### src/rtl/rtc_pkg.sv
// Shared definitions for the RTC programming writer: register index map,
// RTC bus address table, FSM state encodings and the mask-scan helper.
package rtc_pkg;

    localparam int NUM_REGS = 9;
    localparam int IDX_W    = 4;
    localparam int CNT_W    = 8;

    // Register indices, matching the bit order of wr_mask and the byte order of dato_bcd
    localparam logic [IDX_W-1:0] IDX_SEG    = 4'd0;
    localparam logic [IDX_W-1:0] IDX_MIN    = 4'd1;
    localparam logic [IDX_W-1:0] IDX_HORA   = 4'd2;
    localparam logic [IDX_W-1:0] IDX_DIA    = 4'd3;
    localparam logic [IDX_W-1:0] IDX_MES    = 4'd4;
    localparam logic [IDX_W-1:0] IDX_ANIO   = 4'd5;
    localparam logic [IDX_W-1:0] IDX_SEG_T  = 4'd6;
    localparam logic [IDX_W-1:0] IDX_MIN_T  = 4'd7;
    localparam logic [IDX_W-1:0] IDX_HORA_T = 4'd8;

    // Per-register bus transfer phases
    typedef enum logic [2:0] {
        WR_IDLE,
        WR_ADDR_LO,
        WR_ADDR_HI,
        WR_DATA_LO,
        WR_DATA_HI,
        WR_GAP
    } wr_state_t;

    // Burst-level sequencing
    typedef enum logic [1:0] {
        ST_IDLE,
        ST_BURST,
        ST_FIN
    } pw_state_t;

    typedef struct packed {
        logic             found;
        logic [IDX_W-1:0] idx;
    } scan_t;

    // RTC chip register address for a programming value index
    function automatic logic [7:0] reg_addr(input logic [IDX_W-1:0] idx);
        logic [7:0] a;
        case (idx)
            IDX_SEG:    a = 8'h21;
            IDX_MIN:    a = 8'h22;
            IDX_HORA:   a = 8'h23;
            IDX_DIA:    a = 8'h24;
            IDX_MES:    a = 8'h25;
            IDX_ANIO:   a = 8'h26;
            IDX_SEG_T:  a = 8'h41;
            IDX_MIN_T:  a = 8'h42;
            IDX_HORA_T: a = 8'h43;
            default:    a = 8'h00;
        endcase
        return a;
    endfunction

    // Lowest set bit of a write mask, with a flag for the empty mask
    function automatic scan_t lowest_set(input logic [NUM_REGS-1:0] mask);
        scan_t r;
        r.found = 1'b0;
        r.idx   = '0;
        for (int i = NUM_REGS - 1; i >= 0; i--) begin
            if (mask[i]) begin
                r.found = 1'b1;
                r.idx   = IDX_W'(i);
            end
        end
        return r;
    endfunction

endpackage

### src/rtl/rtc_prog_writer_if.sv
// Multiplexed address/data bus towards the RTC pad drivers.
interface rtc_prog_writer_if;

    logic [7:0] ad_out;
    logic       ad_oe;
    logic       a_d;
    logic       cs_n;
    logic       wr_n;
    logic       rd_n;

    modport master (output ad_out, ad_oe, a_d, cs_n, wr_n, rd_n);
    modport slave  (input  ad_out, ad_oe, a_d, cs_n, wr_n, rd_n);

endinterface

### src/rtl/rtc_bus_write_cycle.sv
// One address+data write transfer on the RTC bus. A request is taken in
// WR_IDLE or in the last GAP cycle, so consecutive transfers run with no
// dead cycle. All bus outputs are registered and decoded from the state
// being entered. A single down-counter times every phase.
module rtc_bus_write_cycle
    import rtc_pkg::*;
#(
    parameter int T_LOW  = 4,
    parameter int T_HIGH = 4,
    parameter int T_GAP  = 2
) (
    input  logic       clk,
    input  logic       reset,
    input  logic       req_i,
    input  logic [7:0] addr_i,
    input  logic [7:0] data_i,
    output logic       ack_o,
    output logic [7:0] ad_out_o,
    output logic       ad_oe_o,
    output logic       a_d_o,
    output logic       cs_n_o,
    output logic       wr_n_o
);

    localparam logic [CNT_W-1:0] LOW_LD  = CNT_W'(T_LOW - 1);
    localparam logic [CNT_W-1:0] HIGH_LD = CNT_W'(T_HIGH - 1);
    localparam logic [CNT_W-1:0] GAP_LD  = CNT_W'(T_GAP - 1);

    wr_state_t        state_q, state_d;
    logic [CNT_W-1:0] cnt_q, cnt_d;
    logic [7:0]       ad_out_q, ad_out_d;
    logic             ad_oe_q, ad_oe_d;
    logic             a_d_q, a_d_d;
    logic             cs_n_q, cs_n_d;
    logic             wr_n_q, wr_n_d;

    // Transfer finishes on the edge that ends the last GAP cycle
    assign ack_o = (state_q == WR_GAP) && (cnt_q == '0);

    // Phase sequencing, counter reload and registered bus decode
    always_comb begin
        state_d  = state_q;
        cnt_d    = (cnt_q != '0) ? cnt_q - CNT_W'(1) : '0;
        ad_out_d = ad_out_q;

        unique case (state_q)
            WR_IDLE: begin
                if (req_i) begin
                    state_d  = WR_ADDR_LO;
                    cnt_d    = LOW_LD;
                    ad_out_d = addr_i;
                end
            end
            WR_ADDR_LO: begin
                if (cnt_q == '0) begin
                    state_d = WR_ADDR_HI;
                    cnt_d   = HIGH_LD;
                end
            end
            WR_ADDR_HI: begin
                if (cnt_q == '0) begin
                    state_d  = WR_DATA_LO;
                    cnt_d    = LOW_LD;
                    ad_out_d = data_i;
                end
            end
            WR_DATA_LO: begin
                if (cnt_q == '0) begin
                    state_d = WR_DATA_HI;
                    cnt_d   = HIGH_LD;
                end
            end
            WR_DATA_HI: begin
                if (cnt_q == '0) begin
                    state_d = WR_GAP;
                    cnt_d   = GAP_LD;
                end
            end
            WR_GAP: begin
                if (cnt_q == '0) begin
                    if (req_i) begin
                        state_d  = WR_ADDR_LO;
                        cnt_d    = LOW_LD;
                        ad_out_d = addr_i;
                    end else begin
                        state_d = WR_IDLE;
                    end
                end
            end
            default: state_d = WR_IDLE;
        endcase

        // Bus controls follow the phase being entered so they appear registered with it
        cs_n_d  = 1'b1;
        wr_n_d  = 1'b1;
        a_d_d   = 1'b0;
        ad_oe_d = 1'b0;
        case (state_d)
            WR_ADDR_LO: begin
                cs_n_d  = 1'b0;
                ad_oe_d = 1'b1;
                wr_n_d  = 1'b0;
            end
            WR_ADDR_HI: begin
                cs_n_d  = 1'b0;
                ad_oe_d = 1'b1;
            end
            WR_DATA_LO: begin
                cs_n_d  = 1'b0;
                ad_oe_d = 1'b1;
                a_d_d   = 1'b1;
                wr_n_d  = 1'b0;
            end
            WR_DATA_HI: begin
                cs_n_d  = 1'b0;
                ad_oe_d = 1'b1;
                a_d_d   = 1'b1;
            end
            default: ;
        endcase
    end

    // Phase state, counter and bus output registers; reset drops the bus at once
    always_ff @(posedge clk or posedge reset) begin
        if (reset) begin
            state_q  <= WR_IDLE;
            cnt_q    <= '0;
            ad_out_q <= '0;
            ad_oe_q  <= 1'b0;
            a_d_q    <= 1'b0;
            cs_n_q   <= 1'b1;
            wr_n_q   <= 1'b1;
        end else begin
            state_q  <= state_d;
            cnt_q    <= cnt_d;
            ad_out_q <= ad_out_d;
            ad_oe_q  <= ad_oe_d;
            a_d_q    <= a_d_d;
            cs_n_q   <= cs_n_d;
            wr_n_q   <= wr_n_d;
        end
    end

    assign ad_out_o = ad_out_q;
    assign ad_oe_o  = ad_oe_q;
    assign a_d_o    = a_d_q;
    assign cs_n_o   = cs_n_q;
    assign wr_n_o   = wr_n_q;

endmodule

### src/rtl/rtc_prog_writer.sv
// Writes the selected BCD programming values to the RTC chip. A start pulse
// snapshots the values and mask; the mask is then scanned from the lowest
// set bit upward, one bus transfer per selected register.
module rtc_prog_writer
    import rtc_pkg::*;
#(
    parameter int T_LOW  = 4,
    parameter int T_HIGH = 4,
    parameter int T_GAP  = 2
) (
    input  logic                    clk,
    input  logic                    reset,
    input  logic                    start,
    input  logic [NUM_REGS-1:0]     wr_mask,
    input  logic [8*NUM_REGS-1:0]   dato_bcd,
    rtc_prog_writer_if.master       bus,
    output logic                    busy,
    output logic                    done
);

    pw_state_t               state_q, state_d;
    logic [IDX_W-1:0]        idx_q, idx_d;
    logic [NUM_REGS-1:0]     mask_q, mask_d;
    logic [8*NUM_REGS-1:0]   data_q, data_d;
    logic                    busy_q, busy_d;
    logic                    done_q, done_d;

    logic                    req;
    logic [7:0]              req_addr;
    logic [7:0]              req_data;
    logic                    xfer_ack;
    scan_t                   scan;
    logic [NUM_REGS-1:0]     written_bits;
    logic [NUM_REGS-1:0]     remaining;

    // Bits at or below the current index have already been written
    assign written_bits = (NUM_REGS'(2) << idx_q) - NUM_REGS'(1);
    assign remaining    = mask_q & ~written_bits;

    assign req_data = data_q[{idx_q, 3'b000} +: 8];

    // Burst sequencing: accept start, hand out the next selected register, finish
    always_comb begin
        state_d = state_q;
        idx_d   = idx_q;
        mask_d  = mask_q;
        data_d  = data_q;
        req     = 1'b0;
        scan    = '0;

        unique case (state_q)
            ST_IDLE: begin
                if (start) begin
                    mask_d = wr_mask;
                    data_d = dato_bcd;
                    scan   = lowest_set(wr_mask);
                    if (scan.found) begin
                        idx_d   = scan.idx;
                        req     = 1'b1;
                        state_d = ST_BURST;
                    end else begin
                        state_d = ST_FIN;
                    end
                end
            end
            ST_BURST: begin
                if (xfer_ack) begin
                    scan = lowest_set(remaining);
                    if (scan.found) begin
                        idx_d = scan.idx;
                        req   = 1'b1;
                    end else begin
                        state_d = ST_FIN;
                    end
                end
            end
            ST_FIN: begin
                state_d = ST_IDLE;
            end
            default: state_d = ST_IDLE;
        endcase

        busy_d   = (state_d == ST_BURST);
        done_d   = (state_d == ST_FIN);
        req_addr = reg_addr(idx_d);
    end

    // Burst state, snapshot and status registers
    always_ff @(posedge clk or posedge reset) begin
        if (reset) begin
            state_q <= ST_IDLE;
            idx_q   <= '0;
            mask_q  <= '0;
            data_q  <= '0;
            busy_q  <= 1'b0;
            done_q  <= 1'b0;
        end else begin
            state_q <= state_d;
            idx_q   <= idx_d;
            mask_q  <= mask_d;
            data_q  <= data_d;
            busy_q  <= busy_d;
            done_q  <= done_d;
        end
    end

    rtc_bus_write_cycle #(
        .T_LOW  (T_LOW),
        .T_HIGH (T_HIGH),
        .T_GAP  (T_GAP)
    ) u_wr (
        .clk      (clk),
        .reset    (reset),
        .req_i    (req),
        .addr_i   (req_addr),
        .data_i   (req_data),
        .ack_o    (xfer_ack),
        .ad_out_o (bus.ad_out),
        .ad_oe_o  (bus.ad_oe),
        .a_d_o    (bus.a_d),
        .cs_n_o   (bus.cs_n),
        .wr_n_o   (bus.wr_n)
    );

    // This block only ever writes
    assign bus.rd_n = 1'b1;

    assign busy = busy_q;
    assign done = done_q;

endmodule

### src/flat_wrapper.sv
// flat-port wrapper written by rule: the top's interface ports become plain ports
module rtc_prog_writer_flat import rtc_pkg::*;
#(
    parameter int T_LOW  = 4,
    parameter int T_HIGH = 4,
    parameter int T_GAP  = 2
)
  (clk, reset, start, wr_mask, dato_bcd, busy, done, bus_ad_out, bus_ad_oe, bus_a_d, bus_cs_n, bus_wr_n, bus_rd_n);
  rtc_prog_writer_if bus_i ();
  input  logic clk;
  input  logic reset;
  input  logic start;
  input  logic [NUM_REGS-1:0] wr_mask;
  input  logic [8*NUM_REGS-1:0] dato_bcd;
  output logic busy;
  output logic done;
  output wire logic [$bits(bus_i.ad_out)-1:0] bus_ad_out;
  output wire logic [$bits(bus_i.ad_oe)-1:0] bus_ad_oe;
  output wire logic [$bits(bus_i.a_d)-1:0] bus_a_d;
  output wire logic [$bits(bus_i.cs_n)-1:0] bus_cs_n;
  output wire logic [$bits(bus_i.wr_n)-1:0] bus_wr_n;
  output wire logic [$bits(bus_i.rd_n)-1:0] bus_rd_n;
  assign bus_ad_out = bus_i.ad_out;
  assign bus_ad_oe = bus_i.ad_oe;
  assign bus_a_d = bus_i.a_d;
  assign bus_cs_n = bus_i.cs_n;
  assign bus_wr_n = bus_i.wr_n;
  assign bus_rd_n = bus_i.rd_n;
  rtc_prog_writer #(.T_LOW(T_LOW), .T_HIGH(T_HIGH), .T_GAP(T_GAP)) u_core (.clk(clk), .reset(reset), .start(start), .wr_mask(wr_mask), .dato_bcd(dato_bcd), .bus(bus_i), .busy(busy), .done(done));
endmodule
### config.mk
export PLATFORM = sky130hd
export DESIGN_NAME = rtc_prog_writer_flat
export DESIGN_NICKNAME = d
export VERILOG_FILES = /design/src/rtl/rtc_pkg.sv /design/src/rtl/rtc_prog_writer_if.sv /design/src/rtl/rtc_bus_write_cycle.sv /design/src/rtl/rtc_prog_writer.sv /design/src/flat_wrapper.sv
export SDC_FILE = /design/constraint.sdc
export NUM_CORES = 1
export LEC_CHECK = 0
export ABC_AREA = 1
export BUFFER_PORTS_ARGS = -buffer_cell sky130_fd_sc_hd__buf_2
export CAP_MARGIN = 10
export CORE_MARGIN = 8
export CORE_UTILIZATION = 34
export DETAILED_ROUTE_END_ITERATION = 6
export GPL_ROUTABILITY_DRIVEN = 0
export GPL_TIMING_DRIVEN = 0
export HOLD_SLACK_MARGIN = 0.12
export SLEW_MARGIN = 5
export SYNTH_ARGS = -nofsm -noshare
export SYNTH_HDL_FRONTEND = slang
export SYNTH_HIERARCHICAL = 1
export SYNTH_SLANG_ARGS = --single-unit
export TNS_END_PERCENT = 1
### constraint.sdc
create_clock -name clk -period 3 [get_ports clk]
set_input_delay 0.6 -clock clk [delete_from_list [all_inputs] [get_ports clk]]
set_output_delay 0.6 -clock clk [all_outputs]
set_load 0.01 [all_outputs]
Word level (Yosys, flattened, before mapping)
Memories as Yosys holds them, arrays and structs flattened.
Cells that the tools add are included.

operators by class
  add/subtract/negate cells = 2
  multipliers = 0
  div/mod/pow operators = 0
  magnitude comparators = 0
  equal/unequal tests = 14
  shifts and indexed selects = 2
  muxes and demuxes = 59
  bitwise gates (word level) = 2
  reduce and logical (&&, ||, !) cells = 12

operators by type and width
  cell                 number
  $mux 5               22
  $shiftx 72x8->8      1
  $mux 8               8
  $pmux 8 s4           1
  $pmux 8 s3           1
  $mux 3               6
  $pmux 3 s6           1
  $mux 4               4
  $eq 3x2->1 const B   4
  $and 9x9->9          1
  $eq 3x3->1 const B   3
  $mux 1               9
  $not 9->9            1
  $shl 2x4->9 const A  1
  $sub 9x2->9 const B  1
  $logic_not 8->1      1
  $mux 2               4
  $pmux 4 s2           1
  $reduce_bool 8->1    1
  $sub 8x1->8 const B  1
  $eq 3x1->1 const B   2
  $eq 2x1->1 const B   2
  $pmux 2 s2           1
  $reduce_or 2->1      2
  12 further kinds     12

word-level totals
  flip-flop bits (word level) = 112
  bits in latches = 0
  RAM bits = 0
  ROM bits = 80
  input port bits = 84
  output and inout port bits = 15
  word-level logic and storage cells = 105
  memories = 1

memory list
  name             words  bits a word  rd ports  clocked after memory_dff  wr ports  RTL line       text
  (no name shown)  16     5            1         0                         0         rtc_pkg.sv:45  case (idx)

Depth between registers and ports, before layout
  depth after elaboration = 24
  gate-level depth with buffers = 27
  depth with buffers taken out = 26

By module
The synthesis kept the hierarchy.

modules (own cells, without submodules)
  module               instances  cells an instance  area each (um^2)  seq. area each (um^2)
  rtc_prog_writer      1          445                4391.7            2202.1
  rtc_bus_write_cycle  1          176                1318.8            578.1

Least setup slack after synthesis
Ideal clock, no wire load.

  path kind = reg2reg
  from = register u_core.idx_q[0]
  to = register u_core.u_wr.ad_out_q[1], in the netlist u_core/u_wr/ad_out_o[1]
  library setup time = 116 ps
  arrival = 3185 ps
  data required time = 2884 ps
  setup slack = -301 ps
  stages on the path, launching flop included = 28
  clock period less this slack = 3301 ps
  path through = dfrtp_1 inv_2 nor2_1 clkbuf_1 nand2_1 ha_1 inv_1 nand4_1 nand2_1 inv_2 nand2_1 nand2_1 nor2_4 nand3_4 nand2_4 nand2_1 nand2_1 nor2_4 nor2_8 inv_2 ha_1 nand3b_1 nor2_1 nor2_1 nand2_1 nand2_1 nand2_1 nand2_1

on the way
  cells in the longest elaborated chain, start to end = 22
  elaborated cells on any way between the ends = 29
  those cells by class = add/sub: 1; shift: 2; mux: 23; bitwise: 2; memory: 1

ends and longest elaborated chain
  what                          RTL line                                              text
  from (decl)                   rtc_prog_writer.sv:22                                 logic [IDX_W-1:0] idx_q, idx_d;
  from (signal assigned)        rtc_prog_writer.sv:99                                 idx_q <= idx_d;
  $shl 2x4->9                   rtc_prog_writer.sv:37                                 assign written_bits = (NUM_REGS'(2) << idx_q) - NUM_REGS'(1);
  $sub 9x2->9                   rtc_prog_writer.sv:37
  $not 9->9                     rtc_prog_writer.sv:38                                 assign remaining = mask_q & ~written_bits;
  $and 9x9->9                   rtc_prog_writer.sv:38
  $mux 5 (9 in series)          rtc_pkg.sv:66                                         if (mask[i]) begin
  $mux 5                        rtc_prog_writer.sv:67                                 if (xfer_ack) begin
  $mux 5                        rtc_prog_writer.sv:51                                 unique case (state_q)
  $mux 4                        rtc_prog_writer.sv:69                                 if (scan.found) begin
  $mux 4                        rtc_prog_writer.sv:67
  $pmux 4 s2 *                  rtc_prog_writer.sv:51
  $mem_v2 16x5 *                -
  named net u_core.req_addr[1]  rtc_prog_writer.sv:29                                 logic [7:0] req_addr;
  $mux 8 *                      rtc_bus_write_cycle.sv:48, rtc_bus_write_cycle.sv:81
  $mux 8                        rtc_bus_write_cycle.sv:80                             if (cnt_q == '0) begin
  $pmux 8 s3 *                  rtc_bus_write_cycle.sv:46                             unique case (state_q)
  to (signal assigned)          rtc_bus_write_cycle.sv:136                            ad_out_q <= ad_out_d;
  to (decl)                     rtc_bus_write_cycle.sv:31                             logic [7:0] ad_out_q, ad_out_d;

The timed path passes the listed nets; every way through them passes the cells marked *. The select of a mux whose other input is x is not followed.
A chain may end at the register's enable or synchronous reset.

Worst setup path in the final report
Ends and elaborated chain as after synthesis.

==> summary.txt <==
Worst setup path
  • CP Launch Type: flip-flop
  • Worst Setup End Kind: flip-flop
  • CP Max Fanout: 5
  • Worst Setup Path Type: reg2reg
  • Cells along the critical path: inv_4 -> nor2_4 -> buf_8 -> nand2_4 -> ha_4 -> buf_4 -> o21ai_2 -> nand2_2 -> nor2_4 -> nand3_4 -> nand2_4 -> nand2_2 -> nand2_2 -> nor2_4 -> nor2_8 -> inv_4 -> ha_4 -> nand3b_1 -> nor2_1 -> nor2_1 -> nand2_1 -> nand2_1 -> nand2_1 -> nand2_1
  • Slowest CP cell: dfrtp_2
  • CP dominant cell by count: nand2_1
  • CP required: 3.25 ns
  • CP Data Arrival Time: ~3.2 ns
  • Critical path's largest stage delay: 0.46 ns

Run
  • Max-Cap Viols: 0

Layout
  • Finished Core Util: 44.0%
  • Share of cells above drive strength 1: 37.7%
  • N_diodes: 0
  • Nets@finish: 848
  • Final Cell Area: 7270 µm²
  • Most frequent cells in the layout: nand2_1 (158), dfrtp_1 (105), buf_2 (100)
  • Area delta synth->final: 27.3%
  • Filler-free cell count of the finished design: roughly 980
  • Commonest non-fill, non-tap cell in the layout: nand2_1

STA
  • Slew HR: about two fifths
  • Hold_ws: 0.316 ns
  • Setup Viol. Count Final: 0
  • Fin crit share: 97.5%
  • Final Critical Period: slightly below 3 ns
  • Setup repair after global routing missed its margin: true
  • Least-Margin Pin Slew: 0.891 ns
  • Slew Viols, Final: 0
  • Achievable Freq: 0.342 GHz
  • Clock skew: 0.0127 ns
  • Final Hold Vio Count: 0

Floorplanning
  • Die height: 146 µm
  • Starting density of the core: 34.6%
  • DIE AREA: 21,200 µm²
  • Io pins: 99
  • CORE AREA: 16,500 µm²
  • Die X: about 150 µm
  • Row cnt: 47

Synth
  • Post-synth EDFFs: 0
  • Synth Area in Compound Gates: 8.83%
  • Xor/xnor share of the synthesized area: 0.460%
  • Register area share after synthesis: around 50%
  • Synth warnings: 6
  • Simple-gate share of the synthesized area: 22.6%
  • Synth cell types: 48
  • Synthesized area: ~5700 µm²
  • #FFs+latches synth: 111
  • Post-Syn Instances: a little over 600
  • Mux share of post-synthesis cell area: 12.6%
  • Post-synthesis adder-cell area fraction: 1.10%
  • Largest family of logic cells by synthesized area: simple AND/OR/NAND/NOR gates
  • Synth Flop Type: dfrtp_1
  • Mean post-synth cell area: 9.20 µm²
  • Async S/R FF share, synth: 100%

Clock network
  • Clock tree sinks: 111
  • CTS tree: yes
  • Number of buffers created by CTS: 9
  • H-tree levels: 3
  • Clock latency on the worst-skew pair: between 0.3 and 0.4 ns
  • Root Driver: clkbuf_16
  • CTS max path bufs: 2
  • Worst-path clk slew: 0.08 ns

Detailed routing
  • Final WL: 15.4 mm
  • Drt wl/cell: 15.7 µm
  • Drt first pass iters: 4
  • Routed vias: 4,686
  • Via density: 4.76
  • Final ANT Viol Nets: 0
  • Drt drc: 0
  • Initial DRC count: roughly 300

Power and ir drop
  • Leakage power: approximately 3.6 nW
  • Tot Pwr: 7.93 mW
  • Maximum vdd ir drop: around 460 µV
  • Power density over cell area: between 1000 and 1500 nW/µm²

Global route
  • Initial antenna violation count: 0
  • Remaining global-route overflow: 0
  • GR Util All Layers: between 10% and 20%
  • Global-route wire length before repair: 24.4 mm
  • Number of global-route vias before repair: 4,713
  • Largest net degree at the start of global routing: 27

Place
  • Placed cell areas: 6580 µm²
  • Post-placement cell count: 943
  • PortBufs: 97
  • Post-DP HPWL: 11.4 mm

Run status
  • Status: completed

Min path
  • Hold crit path type: in2async
## area by class of cell
class / instances / area (µm²)
inverter: 63 / 253
fill: 1600 / 9260
buffer: 18 / 110
timing repair buffer: 126 / 759
tap: 220 / 275
clock buffer: 9 / 225
sequential: 111 / 2790
multi-input combinational: 430 / 2780
clock inverter: 7 / 80.1
## sequential cells by signal, indices dropped and copies added (netlist names), 2 cells and up
signal,count
u_core/u_wr/state_q,3
u_core/data_q,72
u_core/state_q,2
u_core/mask_q,8
u_core/u_wr/ad_out_o,8
u_core/idx_q,4
u_core/u_wr/cnt_q,8
## power by group
group	total (mW)	switching [mW]	internal (mW)
clock network	1.23	0.635	0.600
registers	2.66	0.416	2.24
logic	4.04	2.21	1.82
## repair_timing
action,in CTS,in global routing
buffers inserted,11,15
hold endpoints to repair,0,0
resized for setup,22,32
setup endpoints to repair,21,18
hold buffers,0,0
pin swaps,8,24
## per-layer routing
metal  routed length, µm  up-vias  track usage (%)
li1                    -     2329                -
met1                7030     2223             18.4
met2                7350      117             23.2
met3                 703       17             4.01
met4                 331        0             4.37
met5                   0        -                0
## critical path: cells and delay by family, from the launching register on
kind	cells	cell delay (ns)
AO/OA/AOI/OAI	1	0.16
adder cells (fa/ha/maj)	2	0.37
buffers and inverters	4	0.37
flip-flops	1	0.46
AND/OR/NAND/NOR	17	1.45
## synth_stat cells (2+ instances only)
cell,n,area [µm²]
nor2_2,5,31.3
a22oi_1,13,97.6
o21ai_1,4,20.0
nor3_1,6,30.0
nand3_1,24,120
o211ai_1,3,22.5
nand2_2,8,50.1
nand2_1,168,631
mux2_1,5,56.3
nand4_1,12,75.1
o41ai_1,2,17.5
a21oi_1,20,100
o21ai_2,2,17.5
buf_2,5,25.0
inv_1,51,191
xor2_1,3,26.3
nand2_4,3,33.8
conb_1,2,7.51
o21ai_0,16,80.1
nand3b_1,2,15.0
nor2_4,5,56.3
nand3_2,3,30.0
inv_2,10,37.5
buf_1,7,26.3
a221o_1,5,50.1
dfstp_2,2,52.6
dfrtp_1,109,2730
nor2_1,37,139
o221ai_1,3,26.3
clkbuf_1,6,22.5
mux2_2,59,664
ha_1,5,62.6
## logic make-up (layout without fill, tap and decap cells)
| logic type | after synthesis | count (layout) |
|---|---|---|
| compound gates | 75 | 75 |
| fa+ha+maj | 5 | 5 |
| simple gates | 279 | 279 |
| mux | 64 | 64 |
| buf+inv | 82 | 223 |
| xor+xnor | 3 | 3 |
| flops | 111 | 111 |
| other cells | 2 | 4 |
## final timing paths
path | depth (start not counted) | endpoint | startpoint | slack, ns
hold / removal | 2 | u_core/data_q[3]$_DFFE_PP0P_ | reset | 0.32
setup / recovery | 24 | u_core/u_wr/ad_out_o[1]$_DFFE_PP0P_ | u_core/idx_q[0]$_DFF_PP0_ | 0.07
max in group asynchronous | 4 | u_core/mask_q[6]$_DFFE_PP0P_ | reset | 1.98
hold reg to reg | 2 | u_core/u_wr/ad_out_o[6]$_DFFE_PP0P_ | u_core/u_wr/ad_out_o[6]$_DFFE_PP0P_ | 0.47
min in group clk | 2 | u_core/data_q[50]$_DFFE_PP0P_ | dato_bcd[50] | 0.45
setup reg to reg | 24 | u_core/u_wr/ad_out_o[1]$_DFFE_PP0P_ | u_core/idx_q[0]$_DFF_PP0_ | 0.07
## per-stage QoR
| stage | setup TNS (ns) | setup WS [ns] |
|---|---|---|
| floorplan | -0.0716 | -0.0716 |
| global placement | -6.47 | -0.535 |
| detailed placement | -6.35 | -0.525 |
| CTS | -0.0239 | -0.0239 |
| global route | -0.448 | -0.165 |
| finish | 0 | 0.0744 |
(Power assumes the default switching activity.)
